## src/rtl/cpu_mem_pkg.sv

```systemverilog
// Shared definitions for the CPU memory path: controller state encoding,
// access-direction constants and default bus widths used by MAR/MDR and
// the Load/Store sequencers.
package cpu_mem_pkg;

  localparam int CPU_ADDR_W = 8;
  localparam int CPU_DATA_W = 16;

  localparam logic MEM_READ  = 1'b1;
  localparam logic MEM_WRITE = 1'b0;

  typedef enum logic [1:0] {
    IDLE  = 2'd0,
    WAIT  = 2'd1,
    ACK   = 2'd2,
    REARM = 2'd3
  } mem_state_t;

  // Bits needed to hold values 0..max_val, never less than one.
  function automatic int cnt_width(input int max_val);
    int w;
    w = $clog2(max_val + 1);
    return (w < 1) ? 1 : w;
  endfunction

endpackage

```

## src/rtl/mem_array.sv

```systemverilog
// Single-port synchronous RAM, DEPTH x DATA_W, with a registered read port.
// The read register only updates when re is high, so the last read value
// is held indefinitely. Contents are never cleared.
module mem_array
  import cpu_mem_pkg::*;
#(
  parameter int ADDR_W = CPU_ADDR_W,
  parameter int DATA_W = CPU_DATA_W,
  parameter int DEPTH  = 256
) (
  input  logic              clk,
  input  logic              we,
  input  logic              re,
  input  logic [ADDR_W-1:0] addr,
  input  logic [DATA_W-1:0] wdata,
  output logic [DATA_W-1:0] rdata
);

  logic [DATA_W-1:0] mem [DEPTH];
  logic [DATA_W-1:0] rdata_reg;

  // Write port and enabled registered read share the single address.
  always_ff @(posedge clk) begin
    if (we) begin
      mem[addr] <= wdata;
    end
    if (re) begin
      rdata_reg <= mem[addr];
    end
  end

  assign rdata = rdata_reg;

endmodule

```

## src/rtl/mem_ctrl_mfc.sv

```systemverilog
// Main-memory controller with MFC handshake for the Load/Store sequencers.
// A request is latched in IDLE, waits a fixed read/write latency, performs
// the array access on the edge into ACK, pulses MFC low for one cycle and
// then parks in REARM until the requester drops mem_en.
// Optional build macro: MEM_BOUNDS_CHK_EN adds the mem_err output, which
// flags out-of-range accesses during their ACK cycle.
module mem_ctrl_mfc
  import cpu_mem_pkg::*;
#(
  parameter int ADDR_W = CPU_ADDR_W,
  parameter int DATA_W = CPU_DATA_W,
  parameter int DEPTH  = 256,
  parameter int RD_LAT = 3,
  parameter int WR_LAT = 2
) (
  input  logic              clk,
  input  logic              reset,
  input  logic              mem_en,
  input  logic              mem_rw,
  input  logic [ADDR_W-1:0] addr,
  input  logic [DATA_W-1:0] wdata,
  output logic [DATA_W-1:0] rdata,
  output logic              MFC,
  output logic              busy
`ifdef MEM_BOUNDS_CHK_EN
  ,
  output logic              mem_err
`endif
);

  localparam int LAT_MAX = (RD_LAT > WR_LAT) ? RD_LAT : WR_LAT;
  localparam int CNT_W   = cnt_width(LAT_MAX - 1);
  localparam logic [ADDR_W:0] DEPTH_EXT = (ADDR_W + 1)'(DEPTH);

  mem_state_t        state_reg, state_next;
  logic [CNT_W-1:0]  cnt_reg;
  logic              rw_reg;
  logic [ADDR_W-1:0] addr_reg;
  logic [DATA_W-1:0] wdata_reg;
  logic              rd_zero_reg;
  logic              in_range;
  logic              launch;
  logic              ram_we;
  logic              ram_re;
  logic [DATA_W-1:0] ram_rdata;

  assign in_range = ({1'b0, addr_reg} < DEPTH_EXT);
  // The edge leaving WAIT with an expired counter is the ACK-entry edge,
  // which is where the array is actually accessed.
  assign launch   = (state_reg == WAIT) && (cnt_reg == '0);
  assign ram_we   = launch && (rw_reg == MEM_WRITE) && in_range;
  assign ram_re   = launch && (rw_reg == MEM_READ) && in_range;

  // State register.
  always_ff @(posedge clk or posedge reset) begin
    if (reset) begin
      state_reg <= IDLE;
    end else begin
      state_reg <= state_next;
    end
  end

  // Request latches, latency counter and the zero-read flag for rdata.
  always_ff @(posedge clk or posedge reset) begin
    if (reset) begin
      cnt_reg     <= '0;
      rw_reg      <= MEM_WRITE;
      addr_reg    <= '0;
      wdata_reg   <= '0;
      rd_zero_reg <= 1'b1;
    end else begin
      if (state_reg == IDLE) begin
        if (mem_en) begin
          rw_reg    <= mem_rw;
          addr_reg  <= addr;
          wdata_reg <= wdata;
          cnt_reg   <= (mem_rw == MEM_READ) ? CNT_W'(RD_LAT - 1) : CNT_W'(WR_LAT - 1);
        end
      end else if (state_reg == WAIT) begin
        if (cnt_reg != '0) begin
          cnt_reg <= cnt_reg - 1'b1;
        end
      end
      // A read result (real or forced zero) is taken on ACK entry; writes
      // leave the previous read result untouched.
      if (launch && (rw_reg == MEM_READ)) begin
        rd_zero_reg <= ~in_range;
      end
    end
  end

  // Next-state logic. Every access spends at least one cycle in WAIT so
  // that MFC falls exactly LAT edges after acceptance, also when LAT is 1.
  always_comb begin
    state_next = state_reg;
    case (state_reg)
      IDLE:    if (mem_en) state_next = WAIT;
      WAIT:    if (cnt_reg == '0) state_next = ACK;
      ACK:     state_next = REARM;
      REARM:   if (!mem_en) state_next = IDLE;
      default: state_next = IDLE;
    endcase
  end

  // Outputs decoded from state only; no input reaches MFC or busy.
  always_comb begin
    MFC  = (state_reg != ACK);
    busy = (state_reg != IDLE);
`ifdef MEM_BOUNDS_CHK_EN
    mem_err = (state_reg == ACK) && !in_range;
`endif
  end

  assign rdata = rd_zero_reg ? '0 : ram_rdata;

  mem_array #(
    .ADDR_W (ADDR_W),
    .DATA_W (DATA_W),
    .DEPTH  (DEPTH)
  ) u_mem_array (
    .clk   (clk),
    .we    (ram_we),
    .re    (ram_re),
    .addr  (addr_reg),
    .wdata (wdata_reg),
    .rdata (ram_rdata)
  );

endmodule

```

## config.mk

```make
export PLATFORM = sky130hd
export DESIGN_NAME = mem_ctrl_mfc
export DESIGN_NICKNAME = d
export VERILOG_FILES = /design/src/rtl/cpu_mem_pkg.sv /design/src/rtl/mem_array.sv /design/src/rtl/mem_ctrl_mfc.sv
export SDC_FILE = /design/constraint.sdc
export NUM_CORES = 2
export LEC_CHECK = 0
export BUFFER_PORTS_ARGS = -buffer_cell sky130_fd_sc_hd__buf_2
export CORE_ASPECT_RATIO = 2
export CORE_UTILIZATION = 50
export DETAILED_ROUTE_END_ITERATION = 8
export PLACE_DENSITY = 0.65
export SYNTH_ARGS = -nofsm -noshare
export SYNTH_HDL_FRONTEND = slang
export SYNTH_SLANG_ARGS = --single-unit
```

## constraint.sdc

```tcl
create_clock -name clk -period 5.6 [get_ports clk]
set_input_delay 1.12 -clock clk [delete_from_list [all_inputs] [get_ports clk]]
set_output_delay 1.12 -clock clk [all_outputs]
set_load 0.02 [all_outputs]
```

==> results.md <==
* Setup CP Type: reg2reg
* Synth-to-layout area growth at 12.18%
* CP max FO at 26
* Antenna viol nets, final at 0
* Fin nets at 7326
* Number of synthesized flops with an enable pin at ~4000
* Logic pwr share at 29.9%
* Register bit total from synthesis at roughly 4100
* CORE AREA at 0.3117 mm2
* Unrepaired setup endpoints after global routing: no
* Fin crit period at about 4.9 ns
* Routed vias/inst at between 6 and 7
* Cts hold-fix bufs at 0
* Post-synthesis area per instance at between 20 and 25 um2
* TritonCTS sink count at 4142
* Net Sw Frac at ~33%
* Largest register FFs at around 4100
* Initial DRC count at ~8700
* Clock slew at reported path FFs at ~0.070 ns
* Worst-Skew Late Latency at 0.92 ns
* Switching pwr at approximately 30000 uW
* Via count at roughly 75000
* Setup crit start kind: flip-flop
* TritonCTS Buffers at about 340
* Root Driver: clkbuf_16
* Setup Skew at 0.02952 ns
* First-pass GRT wire length at 594700 um
* Routed length per instance at 36.51 um
* Synth top area cells: edfxtp_1 79%, mux4_2 15%, a22oi_1 2.5%, a21oi_1 0.82%, clkbuf_1 0.63%
* Max-slew headroom at -6.610%
* Slowest-stage cell, CP: o41ai_1
* Arrival @ worst endpoint at approximately 5.5 ns
* Netlist Area Pre-Place at roughly 0.16 mm2
* Fmax achieved at ~210 MHz
* Chip Width at 398.0 um
* Slowest stage delay, CP at approximately 1.1 ns
* Critical path cell sequence: buf_12 > buf_12 > buf_4 > mux4_2 > a22oi_1 > a21oi_1 > o41ai_1 > nand4_1
* Vias in the first global route at around 78000
* Cell accounting for the most synthesized area: edfxtp_1
* Setup bufs post-CTS at 0
* Synth top area share at 78.76%
* Remaining DRCs at 0
* Net Count, Synth at roughly 6800
* Post-synth top flop: edfxtp_1
* Cell Rows at just under 300
* Post-CTS Resized at 0
* Hold_ws at approximately 0.44 ns
* Worst-case clock buffer depth at 4
* DR pass1 iterations at 7
* Sequential Power Share at between 40% and 50%
* Fraction of registers with async set/reset at less than 1%
* Distinct cells, synth at 31
* Sequential cell area fraction in the yosys report at 79.23%
* Total chip power at a little over 90000 uW
* Die ar. at between 0.3 and 0.4 mm2
* Max-cap viol count at 3
* Max-slew violation count at 4
* Ratio of cells with drive above 1 in the final layout at between 20 and 30%
* Crit share post-route at around 87%
* Gr usage total at around 27%
* Yosys warning count at 0
* Failing checks: capacitance limit, slew limit
* I/O Pins at 46
* H-Tree Depth at 5
* Routability cong. at just under 0.9
* Maximum VDD drop at a little under 0.4 mV
* GRT Residual Overflow at 0
* PD cells at approximately 520 mW/mm2
* Int Power at 61390 uW
* Starting Density at 50.30%
* Worst slew pin tran at about 1.6 ns
* Initial antenna violation count at 13
* IO buf count at between 40 and 50
* Final Hold Viols at 0
* Largest net degree at the start of global routing at roughly 210
* Outcome: finished with violations
* WP data required at ~6.2 ns
* Clock group share of total power at between 20% and 30%
* Die Span Y at a little under 800 um
* Mapped Cells at 6812
* CTS tree: done
* Leak at between 0.05 and 0.06 uW
* Cell with the most instances on the worst path: buf_12
* DP HPWL at ~260000 um
* Worst hold path type: in2async
* CP endpoint kind: flip-flop
* Total routed wirelength at between 400000 and 500000 um
* Final setup vio count at 0
[area by class of cell]
type,count,area (um2)
Antenna cell,4,10.01
Clock inverter,200,1779
Tap cell,4088,5115
Fill cell,22320,135800
Multi-Input combinational cell,2247,30920
Inverter,7,26.28
Timing Repair Buffer,556,4836
Clock buffer,402,8899
Sequential cell,4142,124300
[worst max-delay path, delay by kind of cell, from the launching register on]
| family | cells | cell delay [ns] |
|---|---|---|
| AOI/OAI and AO/OA | 3 | 1.57 |
| and+or+nand+nor | 1 | 0.25 |
| buffers and inverters | 3 | 1.03 |
| muxes | 1 | 0.55 |
| DFF | 1 | 1.03 |
[synth_stat cells (2+ instances only)]
library cell / count
edfxtp_1: 4112
mux4_2: 1024
a22oi_1: 512
clkbuf_1: 263
nor2_1: 260
a21oi_1: 258
buf_2: 76
o41ai_1: 64
nand2_1: 36
buf_1: 33
dfrtp_1: 29
mux2_2: 26
buf_6: 23
nor2b_1: 23
buf_4: 21
nand4_1: 16
inv_1: 7
ha_1: 6
nand3_1: 5
nand2b_1: 4
and2_1: 2
nor4b_1: 2
o21ai_0: 2
[through the flow]
stage | area, um2 | TNS [ns] | cells | util [%] | setup WS, ns
finish | 175900 | 0 | 11650 | 56.43 | 0.7263
global route | 175900 | 0 | 11640 | 56.43 | 0.5147
CTS | 175900 | 0 | 11640 | 56.43 | 0.7438
detailed placement | 165200 | 0 | 11040 | 53.00 | 0.7549
global placement | 165100 | -0.2234 | 11030 | 52.96 | -0.2234
floorplan | 156800 | 0 | 6812 | - | 1.618
[cells by family after synthesis]
logic type                 after synthesis  share of synthesized area (%)
AOI/OAI and AO/OA                      838                          3.649
adders and majority gates                6                        0.04788
and+or+nand+nor                        353                         0.9385
buffers and inverters                  423                          1.234
muxes                                 1050                          14.90
DFF                                   4142                          79.23
[cells in the final DEF, fill, tap and decap left out, types with 38 or more instances in the layout]
| cell type | netlist | routed |
|---|---|---|
| edfxtp_1 | 4112 | 4112 |
| mux4_2 | 1024 | 1024 |
| clkbuf_16 | 0 | 346 |
| buf_4 | 21 | 446 |
| clkinv_2 | 0 | 63 |
| a21oi_1 | 258 | 257 |
| clkbuf_1 | 263 | 53 |
| a22oi_1 | 512 | 512 |
| buf_2 | 76 | 47 |
| buf_12 | 0 | 62 |
| clkinv_1 | 0 | 71 |
| nor2_1 | 260 | 255 |
| o41ai_1 | 64 | 38 |
[metal layers]
layer  share of wire (%)  GRT usage (%)
met5               0.015              0
met4                 8.2          18.64
met1                  32          30.45
met3                 6.4          3.373
met2                  53          47.03
[power by group through the flow]
stage	Combinational [uW]	Clock, uW	Sequential (uW)
floorplan	14200	0	43000
global placement	26900	0	41100
detailed placement	27400	0	41200
CTS	27500	23900	40500
global route	28200	24900	40600
finish	27300	23600	40600
[worst paths after layout]
| path | startpoint | endpoint | slack (ns) | cells after the start |
|---|---|---|---|---|
| worst max-delay path | addr_reg[0] | u_mem_array.rdata[9] | 0.73 | 8 |
| worst min-delay path | reset | wdata_reg[4] | 0.44 | 2 |
| worst max register to register | addr_reg[0] | u_mem_array.rdata[9] | 0.73 | 8 |
| worst min register to register | cnt_reg[0] | cnt_reg[0] | 0.53 | 1 |
| max in group asynchronous | reset | addr_reg[1] | 4.39 | 2 |
| min in group clk | wdata[7] | wdata_reg[7] | 0.45 | 2 |
(Power assumes the default switching activity.)
